`config.mk`:
```
export PLATFORM = sky130hd
export DESIGN_NAME = crc_frame_serializer_flat
export DESIGN_NICKNAME = d
export VERILOG_FILES = /design/src/rtl/crc_pkg.sv /design/src/rtl/crc_frame_serializer_if.sv /design/src/rtl/crc_pair_fifo.sv /design/src/rtl/crc_frame_serializer.sv /design/src/flat_wrapper.sv
export SDC_FILE = /design/constraint.sdc
export NUM_CORES = 1
export LEC_CHECK = 0
export ABC_AREA = 1
export BUFFER_PORTS_ARGS = -buffer_cell sky130_fd_sc_hd__buf_4
export CORE_MARGIN = 3
export CORE_UTILIZATION = 38
export DETAILED_ROUTE_END_ITERATION = 10
export PLACE_DENSITY_LB_ADDON = 0.25
export RECOVER_POWER = 50
export REMOVE_ABC_BUFFERS = 1
export SLEW_MARGIN = 10
export SYNTH_ARGS = -nofsm -noshare
export SYNTH_HDL_FRONTEND = slang
export SYNTH_SLANG_ARGS = --single-unit
```
`constraint.sdc`:
```
create_clock -name clk -period 4.9 [get_ports clk]
set_input_delay 0.735 -clock clk [delete_from_list [all_inputs] [get_ports clk]]
set_output_delay 0.735 -clock clk [all_outputs]
set_load 0.01 [all_outputs]
```
`src/rtl/crc_pkg.sv`:
```
// Shared constants and types for the CRC generator and its frame serializer.
//   MSG_W   : message width fed to the CRC pipeline
//   CRC_W   : CRC word width produced by the pipeline
//   FRAME_W : serialized codeword width {msg, crc}
//   state_t : serializer FSM states
package crc_pkg;

  localparam int MSG_W   = 10;
  localparam int CRC_W   = 9;
  localparam int FRAME_W = MSG_W + CRC_W;

  typedef enum logic {
    IDLE  = 1'b0,
    SHIFT = 1'b1
  } state_t;

endpackage

```
`src/rtl/crc_frame_serializer_if.sv`:
```
// Bus bundle for crc_frame_serializer.
//   msg_valid/msg_ready/msg : back-pressured message input
//   crc_valid/crc           : CRC word pulse from the pipeline (never stalled)
//   ser_data/ser_sof/ser_valid/ser_ready : 1-bit serial output link
//   busy/orphan_err         : status
// master : the side that feeds messages/CRCs and sinks the serial link
// slave  : the serializer
interface crc_frame_serializer_if;
  import crc_pkg::*;

  logic             msg_valid;
  logic             msg_ready;
  logic [MSG_W-1:0] msg;
  logic             crc_valid;
  logic [CRC_W-1:0] crc;
  logic             ser_data;
  logic             ser_sof;
  logic             ser_valid;
  logic             ser_ready;
  logic             busy;
  logic             orphan_err;

  modport master (
    output msg_valid, msg, crc_valid, crc, ser_ready,
    input  msg_ready, ser_data, ser_sof, ser_valid, busy, orphan_err
  );

  modport slave (
    input  msg_valid, msg, crc_valid, crc, ser_ready,
    output msg_ready, ser_data, ser_sof, ser_valid, busy, orphan_err
  );

endinterface

```
`src/rtl/crc_pair_fifo.sv`:
```
// Message queue that pairs each queued message with the CRC word that the
// pipeline delivers later, in order.
//   clk, reset  : clock, asynchronous active-low reset
//   push        : message offered (accepted only when msg_ready)
//   push_msg    : message word
//   crc_valid   : CRC word strobe; crc : CRC word
//   pop         : consume head entry (only asserted when head_rdy)
//   msg_ready   : queue not full (registered count only)
//   head_rdy    : head entry exists and is paired
//   not_empty   : count != 0
//   head_msg/head_crc : head entry contents
//   orphan_err  : sticky, CRC arrived with no unpaired message
module crc_pair_fifo
  import crc_pkg::*;
#(
  parameter int DEPTH = 4
) (
  input  logic             clk,
  input  logic             reset,
  input  logic             push,
  input  logic [MSG_W-1:0] push_msg,
  input  logic             crc_valid,
  input  logic [CRC_W-1:0] crc,
  input  logic             pop,
  output logic             msg_ready,
  output logic             head_rdy,
  output logic             not_empty,
  output logic [MSG_W-1:0] head_msg,
  output logic [CRC_W-1:0] head_crc,
  output logic             orphan_err
);

  localparam int AW = $clog2(DEPTH);
  localparam int PW = AW + 1;

  logic [MSG_W-1:0] msg_mem [DEPTH];
  logic [CRC_W-1:0] crc_mem [DEPTH];
  logic [DEPTH-1:0] paired;

  // wr_ptr/pair_ptr carry an extra wrap bit so "all unpaired" and
  // "all paired" are distinguishable when the queue is full.
  logic [PW-1:0] wr_ptr;
  logic [PW-1:0] pair_ptr;
  logic [AW-1:0] rd_ptr;
  logic [PW-1:0] count;

  logic accept;
  logic pair_hit;

  assign msg_ready = (count != PW'(DEPTH));
  assign not_empty = (count != '0);
  assign accept    = push && msg_ready;
  // Only entries pushed on earlier edges are visible to pairing.
  assign pair_hit  = crc_valid && (pair_ptr != wr_ptr);
  assign head_rdy  = not_empty && paired[rd_ptr];
  assign head_msg  = msg_mem[rd_ptr];
  assign head_crc  = crc_mem[rd_ptr];

  always_ff @(posedge clk or negedge reset) begin
    if (!reset) begin
      wr_ptr     <= '0;
      pair_ptr   <= '0;
      rd_ptr     <= '0;
      count      <= '0;
      paired     <= '0;
      orphan_err <= 1'b0;
    end else begin
      if (accept) begin
        paired[wr_ptr[AW-1:0]] <= 1'b0;
        wr_ptr                 <= wr_ptr + 1'b1;
      end
      if (pair_hit) begin
        paired[pair_ptr[AW-1:0]] <= 1'b1;
        pair_ptr                 <= pair_ptr + 1'b1;
      end else if (crc_valid) begin
        orphan_err <= 1'b1;
      end
      if (pop) begin
        rd_ptr <= rd_ptr + 1'b1;
      end
      if (accept && !pop) begin
        count <= count + 1'b1;
      end else if (!accept && pop) begin
        count <= count - 1'b1;
      end
    end
  end

  // Storage needs no reset: an entry is only read after a fresh push.
  always_ff @(posedge clk) begin
    if (accept) begin
      msg_mem[wr_ptr[AW-1:0]] <= push_msg;
    end
    if (pair_hit) begin
      crc_mem[pair_ptr[AW-1:0]] <= crc;
    end
  end

endmodule

```
`src/rtl/crc_frame_serializer.sv`:
```
// Pairs queued messages with their CRC words and shifts the 19-bit codeword
// {msg, crc} out MSB-first on a 1-bit valid/ready link, flagging the first
// bit of each frame with ser_sof. Back-to-back frames have no idle cycle.
//   clk   : rising-edge clock
//   reset : asynchronous active-low reset
//   bus   : crc_frame_serializer_if.slave (message, CRC, serial, status)
module crc_frame_serializer
  import crc_pkg::*;
#(
  parameter int DEPTH = 4
) (
  input  logic                    clk,
  input  logic                    reset,
  crc_frame_serializer_if.slave   bus
);

  localparam int CW = $clog2(FRAME_W);

  state_t             state;
  logic [CW-1:0]      bit_cnt;
  logic [FRAME_W-1:0] shreg;

  logic             head_rdy;
  logic             not_empty;
  logic [MSG_W-1:0] head_msg;
  logic [CRC_W-1:0] head_crc;
  logic             last_bit;
  logic             shift_en;
  logic             load;

  crc_pair_fifo #(
    .DEPTH (DEPTH)
  ) u_fifo (
    .clk        (clk),
    .reset      (reset),
    .push       (bus.msg_valid),
    .push_msg   (bus.msg),
    .crc_valid  (bus.crc_valid),
    .crc        (bus.crc),
    .pop        (load),
    .msg_ready  (bus.msg_ready),
    .head_rdy   (head_rdy),
    .not_empty  (not_empty),
    .head_msg   (head_msg),
    .head_crc   (head_crc),
    .orphan_err (bus.orphan_err)
  );

  assign shift_en = (state == SHIFT) && bus.ser_ready;
  assign last_bit = (bit_cnt == CW'(FRAME_W - 1));
  // Load (and pop) from IDLE, or on the final bit's handshake for zero-gap.
  assign load     = head_rdy && ((state == IDLE) || (shift_en && last_bit));

  always_ff @(posedge clk or negedge reset) begin
    if (!reset) begin
      state   <= IDLE;
      bit_cnt <= '0;
    end else begin
      if (state == IDLE) begin
        if (load) begin
          state   <= SHIFT;
          bit_cnt <= '0;
        end
      end else if (shift_en) begin
        if (last_bit) begin
          bit_cnt <= '0;
          if (!head_rdy) begin
            state <= IDLE;
          end
        end else begin
          bit_cnt <= bit_cnt + 1'b1;
        end
      end
    end
  end

  // Shift register is datapath only; outputs are gated by state so stale
  // contents after reset are never visible.
  always_ff @(posedge clk) begin
    if (load) begin
      shreg <= {head_msg, head_crc};
    end else if (shift_en) begin
      shreg <= {shreg[FRAME_W-2:0], 1'b0};
    end
  end

  assign bus.ser_valid = (state == SHIFT);
  assign bus.ser_data  = (state == SHIFT) && shreg[FRAME_W-1];
  assign bus.ser_sof   = (state == SHIFT) && (bit_cnt == '0);
  assign bus.busy      = not_empty || (state == SHIFT);

endmodule

```
`src/flat_wrapper.sv`:
```
// flat-port wrapper written by rule: the top's interface ports become plain ports
module crc_frame_serializer_flat import crc_pkg::*;
#(
  parameter int DEPTH = 4
)
  (clk, reset, bus_msg_valid, bus_msg, bus_crc_valid, bus_crc, bus_ser_ready, bus_msg_ready, bus_ser_data, bus_ser_sof, bus_ser_valid, bus_busy, bus_orphan_err);
  crc_frame_serializer_if bus_i ();
  input  logic clk;
  input  logic reset;
  input wire logic [$bits(bus_i.msg_valid)-1:0] bus_msg_valid;
  input wire logic [$bits(bus_i.msg)-1:0] bus_msg;
  input wire logic [$bits(bus_i.crc_valid)-1:0] bus_crc_valid;
  input wire logic [$bits(bus_i.crc)-1:0] bus_crc;
  input wire logic [$bits(bus_i.ser_ready)-1:0] bus_ser_ready;
  output wire logic [$bits(bus_i.msg_ready)-1:0] bus_msg_ready;
  output wire logic [$bits(bus_i.ser_data)-1:0] bus_ser_data;
  output wire logic [$bits(bus_i.ser_sof)-1:0] bus_ser_sof;
  output wire logic [$bits(bus_i.ser_valid)-1:0] bus_ser_valid;
  output wire logic [$bits(bus_i.busy)-1:0] bus_busy;
  output wire logic [$bits(bus_i.orphan_err)-1:0] bus_orphan_err;
  assign bus_i.msg_valid = bus_msg_valid;
  assign bus_i.msg = bus_msg;
  assign bus_i.crc_valid = bus_crc_valid;
  assign bus_i.crc = bus_crc;
  assign bus_i.ser_ready = bus_ser_ready;
  assign bus_msg_ready = bus_i.msg_ready;
  assign bus_ser_data = bus_i.ser_data;
  assign bus_ser_sof = bus_i.ser_sof;
  assign bus_ser_valid = bus_i.ser_valid;
  assign bus_busy = bus_i.busy;
  assign bus_orphan_err = bus_i.orphan_err;
  crc_frame_serializer #(.DEPTH(DEPTH)) u_core (.clk(clk), .reset(reset), .bus(bus_i));
endmodule
```
Yosys cells after proc, flatten, opt, wreduce, memory -nomap -nowiden
Memories as Yosys holds them, arrays and structs flattened.
Cells that the tools add are included.
{ "word_totals": {"reg_bits": 41, "mem_bits_rw": 76, "latchBits": 0, "n_memories": 2, "out_inout_bits": 6, "mem_bits_ro": 0} }
{ "classes": {"mux": 25, "div_mod_pow": 0, "shifts": 0, "n_mul": 0, "reduce_logical": 23, "bitwise": 5, "addsub": 6, "n_lt_le_gt_ge": 5, "n_eq_ne": 4} }
{ "memory_table": {"columns": ["name", "depth", "word_bits", "rd", "rd_clocked_by_memory_dff", "wr", "line", "rtl"], "rows": [
  ["u_core.u_fifo.msg_mem", 4, 10, 1, 0, 1, "crc_pair_fifo.sv:36", "logic [MSG_W-1:0] msg_mem [DEPTH];"],
  ["u_core.u_fifo.crc_mem", 4, 9, 1, 0, 1, "crc_pair_fifo.sv:37", "logic [CRC_W-1:0] crc_mem [DEPTH];"]
]} }
{ "ops": {"columns": ["operator", "count"], "rows": [
  ["19-bit 2-to-1 mux", 2],
  ["5-bit 2-to-1 mux", 4],
  ["1-bit logical AND", 12],
  ["1-bit 2-to-1 mux", 12],
  ["3-bit by 1-bit adder with 3-bit output (second input constant)", 3],
  ["2-bit by 3-bit less-than comparator with 1-bit output (second input constant)", 3],
  ["4-bit 2-to-1 mux", 2],
  ["3-bit 2-to-1 mux", 2],
  ["2-bit nonzero test", 3],
  ["5-bit by 1-bit adder with 5-bit output (second input constant)", 1],
  ["5-bit equality test (second input constant)", 1],
  ["5-bit logical NOT", 1],
  ["4-bit bitwise AND", 1],
  ["1-bit demux with 2-bit select", 2],
  ["2-bit by 1-bit greater-or-equal comparator with 1-bit output (second input constant)", 2],
  ["4-bit NOT", 1],
  ["4-bit OR", 1],
  ["2-bit AND reduction", 2],
  ["3-bit != test", 1],
  ["3-bit != test (second input constant)", 1],
  ["3-bit nonzero test", 1],
  ["3-bit by 1-bit subtractor with 3-bit output (second input constant)", 1],
  ["2-bit by 1-bit adder with 2-bit output (second input constant)", 1],
  ["1-bit binary-select mux with 2-bit select", 1],
  ["4 further kinds", 7]
]} }

Depth between registers and ports, before layout
{ "logic_depth": {"ltp_word": 9, "depth_mapped": 14, "mapped_depth_nobuf": 13} }

By module
Synthesis repeated with hierarchy kept, for this count alone.
{ "hier_totals": {"cells_unflattened": 426, "area_unflattened_um2": 5088.6} }
{ "by_module_without_submodules": {"columns": ["mod", "instances", "seq_area_each_um2", "cells_per_inst", "area_each_um2"], "rows": [
  ["crc_pair_fifo", 1, 2682.6, 291, 3793.6],
  ["crc_frame_serializer", 1, 720.7, 135, 1295.0]
]} }

Worst setup path before layout
No wires, ideal clock.
{ "synth_timing": {"kind": "input-to-reg", "startpoint": "in bus_ser_ready", "endpoint": "reg u_core.u_fifo.count[2]", "cell_stages": 12, "setup_slack_ns": 2.511, "required_ns": 4.769, "setup_ns": 0.131, "arrival_time_ns": 2.258, "cell_sequence": "nand2_2 > inv_2 > nand3_1 > nand2_1 > nand3_4 > buf_4 > ha_1 > inv_1 > fa_1 > a21oi_1 > o21ai_0 > xor2_1"} }
{ "synth_via": {"elab_chain_cells": 7} }
{ "synth_rtl": {"columns": ["item", "line", "rtl"], "rows": [
  ["start: declaration", "flat_wrapper.sv:14", "input wire logic [$bits(bus_i.ser_ready)-1:0] bus_ser_ready;"],
  ["1-bit logical AND (*)", "crc_frame_serializer.sv:49", "assign shift_en = (state == SHIFT) && bus.ser_ready;"],
  ["1-bit logical AND (*)", "crc_frame_serializer.sv:52", "assign load = head_rdy && ((state == IDLE) || (shift_en && last_bit));"],
  ["1-bit logical OR (*)", "crc_frame_serializer.sv:52", null],
  ["1-bit logical AND (*)", "crc_frame_serializer.sv:52", null],
  ["1-bit logical NOT", "crc_pair_fifo.sv:81", "if (accept && !pop) begin"],
  ["1-bit logical AND", "crc_pair_fifo.sv:81", null],
  ["3-bit 2-to-1 mux / 2-bit nonzero test (equally long branches)", null, null],
  ["end signal: assignment", "crc_pair_fifo.sv:82", "count <= count + 1'b1;"],
  ["end signal: assignment", "crc_pair_fifo.sv:84", "count <= count - 1'b1;"],
  ["end: declaration", "crc_pair_fifo.sv:45", "logic [PW-1:0] count;"]
]} }
Every way passes the cells marked *; elsewhere a longest branch is shown, timed or not.
A chain may end at the register's enable or synchronous reset.

Worst setup path after layout
{ "layout_timing": {"startpoint": "reg u_core.u_fifo.rd_ptr[0]", "endpoint": "reg u_core.u_fifo.count[1]"} }
{ "layout_via": {"elab_chain_cells": 7} }
{ "layout_rtl": {"columns": ["item", "line", "rtl"], "rows": [
  ["start: declaration", "crc_pair_fifo.sv:44", "logic [AW-1:0] rd_ptr;"],
  ["start signal: assignment", "crc_pair_fifo.sv:79", "rd_ptr <= rd_ptr + 1'b1;"],
  ["1-bit binary-select mux with 2-bit select (*)", "crc_pair_fifo.sv:55", "assign head_rdy = not_empty && paired[rd_ptr];"],
  ["1-bit 2-to-1 mux (not written as such) (*)", "crc_pair_fifo.sv:55", null],
  ["1-bit logical AND (*)", "crc_pair_fifo.sv:55", null],
  ["1-bit logical AND (*)", "crc_frame_serializer.sv:52", null],
  ["1-bit logical NOT", "crc_pair_fifo.sv:81", null],
  ["1-bit logical AND", "crc_pair_fifo.sv:81", null],
  ["3-bit 2-to-1 mux / 2-bit nonzero test (equally long branches)", null, null]
]} }
Every way passes the cells marked *; elsewhere a longest branch is shown, timed or not. The select of a mux whose other input is x is not followed.

==> run_results.csv <==
group,metric,value,unit
worst_setup_path,startpoint_type,"register",
floorplan,core_area,12310,um^2
worst_setup_path,crit_start,"u_core.u_fifo.rd_ptr[0]",
global_routing,grtUsageTotal,13.94,%
timing,finalHoldViolCount,0,
placed_design,dp_hpwl,5936,um
clock_network,h-tree-depth,4,
worst_setup_path,r2r_end,"u_core.u_fifo.count[1]",
routing,via_per_inst,4.811,
finish,final_util,46.76,%
clock_network,ctsLongestPathBuffers,2,
power,p_sw,969.7,uW
logic_synthesis,synth_warnings,0,
timing,rsz0062_at_grt,"false",
logic_synthesis,synth_seq_cells,117,
timing,post-route-min-period,3.398,ns
global_routing,use_met3,4.807,%
global_routing,grt_overflow,0,
finish,layout_commonest_cell,"edfxtp_1",
global_routing,grt_util_met1,19.03,%
clock_network,clk_latency,0.41,ns
placed_design,dp_cells,603,
timing,tightestPinTransition,1.302,ns
floorplan,start_util,39.90,%
logic_synthesis,syn_avg_cell_area,11.75,um^2
timing,tns,0,ns
routing,drt_iter0_markers,236,
clock_network,post_cts_resized,0,
timing,slew_headroom,13.23,%
clock_network,path_clk_slew,0.06,ns
logic_synthesis,syn_inst,418,
placed_design,place_congestion,0.7886,
power,power.density,568.6,nW/um^2
clock_network,cts_tree,"yes",
global_routing,grt_pass1_wl,15160,um
routing,ant_nets,0,
worst_setup_path,ff2ff_setup_slack,1.50,ns
floorplan,rows,40,
logic_synthesis,ys_types,26,
timing,finalCritPeriodShare,69.34,%
finish,layout-drive-gt1-share,9.422,%
logic_synthesis,yosysSeqAreaShare,69.28,%
global_routing,grt_busiest_layer,"met2",
worst_setup_path,slowest_stage,"clkbuf_1",
floorplan,ios,30,
worst_setup_path,rr_worst_depth,11,
timing,setup_viol,0,
finish,stdcell_count,635,
power,combPwrFrac,20.4,%
routing,drc,0,
timing,clock_skew,0.01355,ns
timing,slew_violations,0,
power,leakage,2.245,nW
power,ir_drop,279.5,uV
hold_path,hold_class,"reg2reg",
floorplan,die_w,119.7,um
timing,finalWorstSetupSlack,1.502,ns
routing,vias,3055,
placed_design,place_ws,1.976,ns
power,seq_power_share,44.5,%
global_routing,grt_max_degree,40,
routing,firstDrtPassIters,5,
power,clockPowerShare,35.2,%
placed_design,place.port_buffers,29,
finish,mostFrequentLayoutCells,"edfxtp_1 (95), nand2_1 (85), nor2_1 (52)",
worst_setup_path,endpoint,"u_core.u_fifo.count[1]",
routing,avgRoutedWirePerCell,14.92,um
floorplan,die_y,119.7,um
worst_setup_path,worstPathArrival,3.69,ns
global_routing,antenna_found_initial,0,
worst_setup_path,cp.required,5.19,ns
logic_synthesis,syn_area,4912,um^2
worst_setup_path,r2r_start,"u_core.u_fifo.rd_ptr[0]",
worst_setup_path,end_kind,"register",
worst_setup_path,critPathMaxFanout,24,
worst_setup_path,crit_path_cell_trace,"clkbuf_1 > inv_1 > nand2_1 > nand3_1 > nand2_1 > nand3_4 > ha_1 > inv_1 > fa_1 > nor2_1 > a21oi_1",
routing,totalWireLength,9476,um
clock_network,postCtsHoldBufs,0,
power,intPower,2.304,mW
clock_network,cts_sinks,117,
run_status,status,"completed",
timing,whs,0.4838,ns
finish,diodes,0,
floorplan,dieArea,14330,um^2
worst_setup_path,path_class,"reg2reg",
clock_network,cts_setup_buffers,0,
finish,finalNetCount,491,
timing,fmax,0.2943,GHz
clock_network,cts_root_buffer,"clkbuf_16",
global_routing,grt_use_met2,20.66,%
clock_network,cts_buffers,17,
global_routing,grt_pass1_vias,2937,
finish,syn_to_final_growth,17.19,%
power,power.share.switching,29.62,%
flow_run,max-cap-violations,0,
worst_setup_path,crit_path_max_incr_delay,0.78,ns
-- kinds of logic after synthesis --
kind of cell,count (synthesis),share of synthesized area [%]
AND/OR/NAND/NOR,159,13.04
flip-flops,117,69.28
AO/OA/AOI/OAI,68,7.616
buffers and inverters,48,4.279
XOR/XNOR,13,2.318
adder cells (fa/ha/maj),13,3.464
-- Yosys cell counts (all sizes together) --
library cell,instances,area [um^2]
nand3,18,102.6
inv,30,112.6
xnor2,6,52.55
fa,1,20.02
edfxtp,95,2853
clkinv,1,8.760
o21bai,1,7.510
dfrtp,22,550.5
a21oi,3,18.77
clkbuf,8,30.03
nor3,1,5.000
buf,9,58.80
nand4,2,12.51
nand2,86,325.3
o21ai,42,210.2
nor2,52,195.2
ha,12,150.1
o22ai,22,137.6
xor2,7,61.31
-- worst min path at each step --
stage                             startpoint                  endpoint  slack (ns)  depth (start not counted)
floorplan                              reset         u_core.bit_cnt[0]        0.44                          0
global placement    u_core.u_fifo.orphan_err  u_core.u_fifo.orphan_err        0.47                          1
detailed placement  u_core.u_fifo.orphan_err  u_core.u_fifo.orphan_err        0.47                          1
CTS                                    reset         u_core.bit_cnt[2]        0.21                          1
global route        u_core.u_fifo.orphan_err  u_core.u_fifo.orphan_err        0.53                          1
finish              u_core.u_fifo.orphan_err  u_core.u_fifo.orphan_err        0.48                          1
-- sequential cells by signal, summed over array words and instances, names as in the netlist --
register / flops
u_core.bit_cnt: 5
u_core.bus.ser_valid: 1
u_core.shreg: 19
u_core.u_fifo.count: 3
u_core.u_fifo.crc_mem: 36
u_core.u_fifo.msg_mem: 40
u_core.u_fifo.orphan_err: 1
u_core.u_fifo.pair_ptr: 3
u_core.u_fifo.paired: 4
u_core.u_fifo.rd_ptr: 2
u_core.u_fifo.wr_ptr: 3
-- critical path: cells and delay by family, from the launching register on --
family / cells / cell delay [ns]
compound gates: 1 / 0.05
fa+ha+maj: 2 / 0.74
buf+inv: 3 / 1.05
flops: 1 / 0.72
simple gates: 5 / 0.70
-- power by group through the flow --
stage	Combinational (mW)	Sequential, mW	Clock (mW)
after global placement	0.671	1.47	0
after CTS	0.693	1.46	1.17
after global routing	0.773	1.48	1.22
after detailed placement	0.688	1.47	0
after floorplan	0.468	1.45	0
final	0.667	1.46	1.15
-- per-stage QoR --
stage	power, mW	area (um^2)
after floorplan	1.923	4823
after global placement	2.141	5289
after detailed placement	2.163	5289
final	3.273	5757
after global routing	3.471	5757
after CTS	3.320	5847
-- final cells by class --
cell class	instances	area, um^2
timing repair buffer	34	165.2
tap	168	210.2
sequential	117	3403
fill	1151	6555
inverter	31	121.4
clock inverter	9	80.08
multi-input combinational	253	1299
clock buffer	23	478.0
-- layer usage --
layer	share of wire [%]	vias up
met3	4.3	4
met2	49	58
met1	47	1483
met4	0.42	0
met5	0	-
li1	-	1510
No activity file was read; power rests on OpenSTA's default activity.
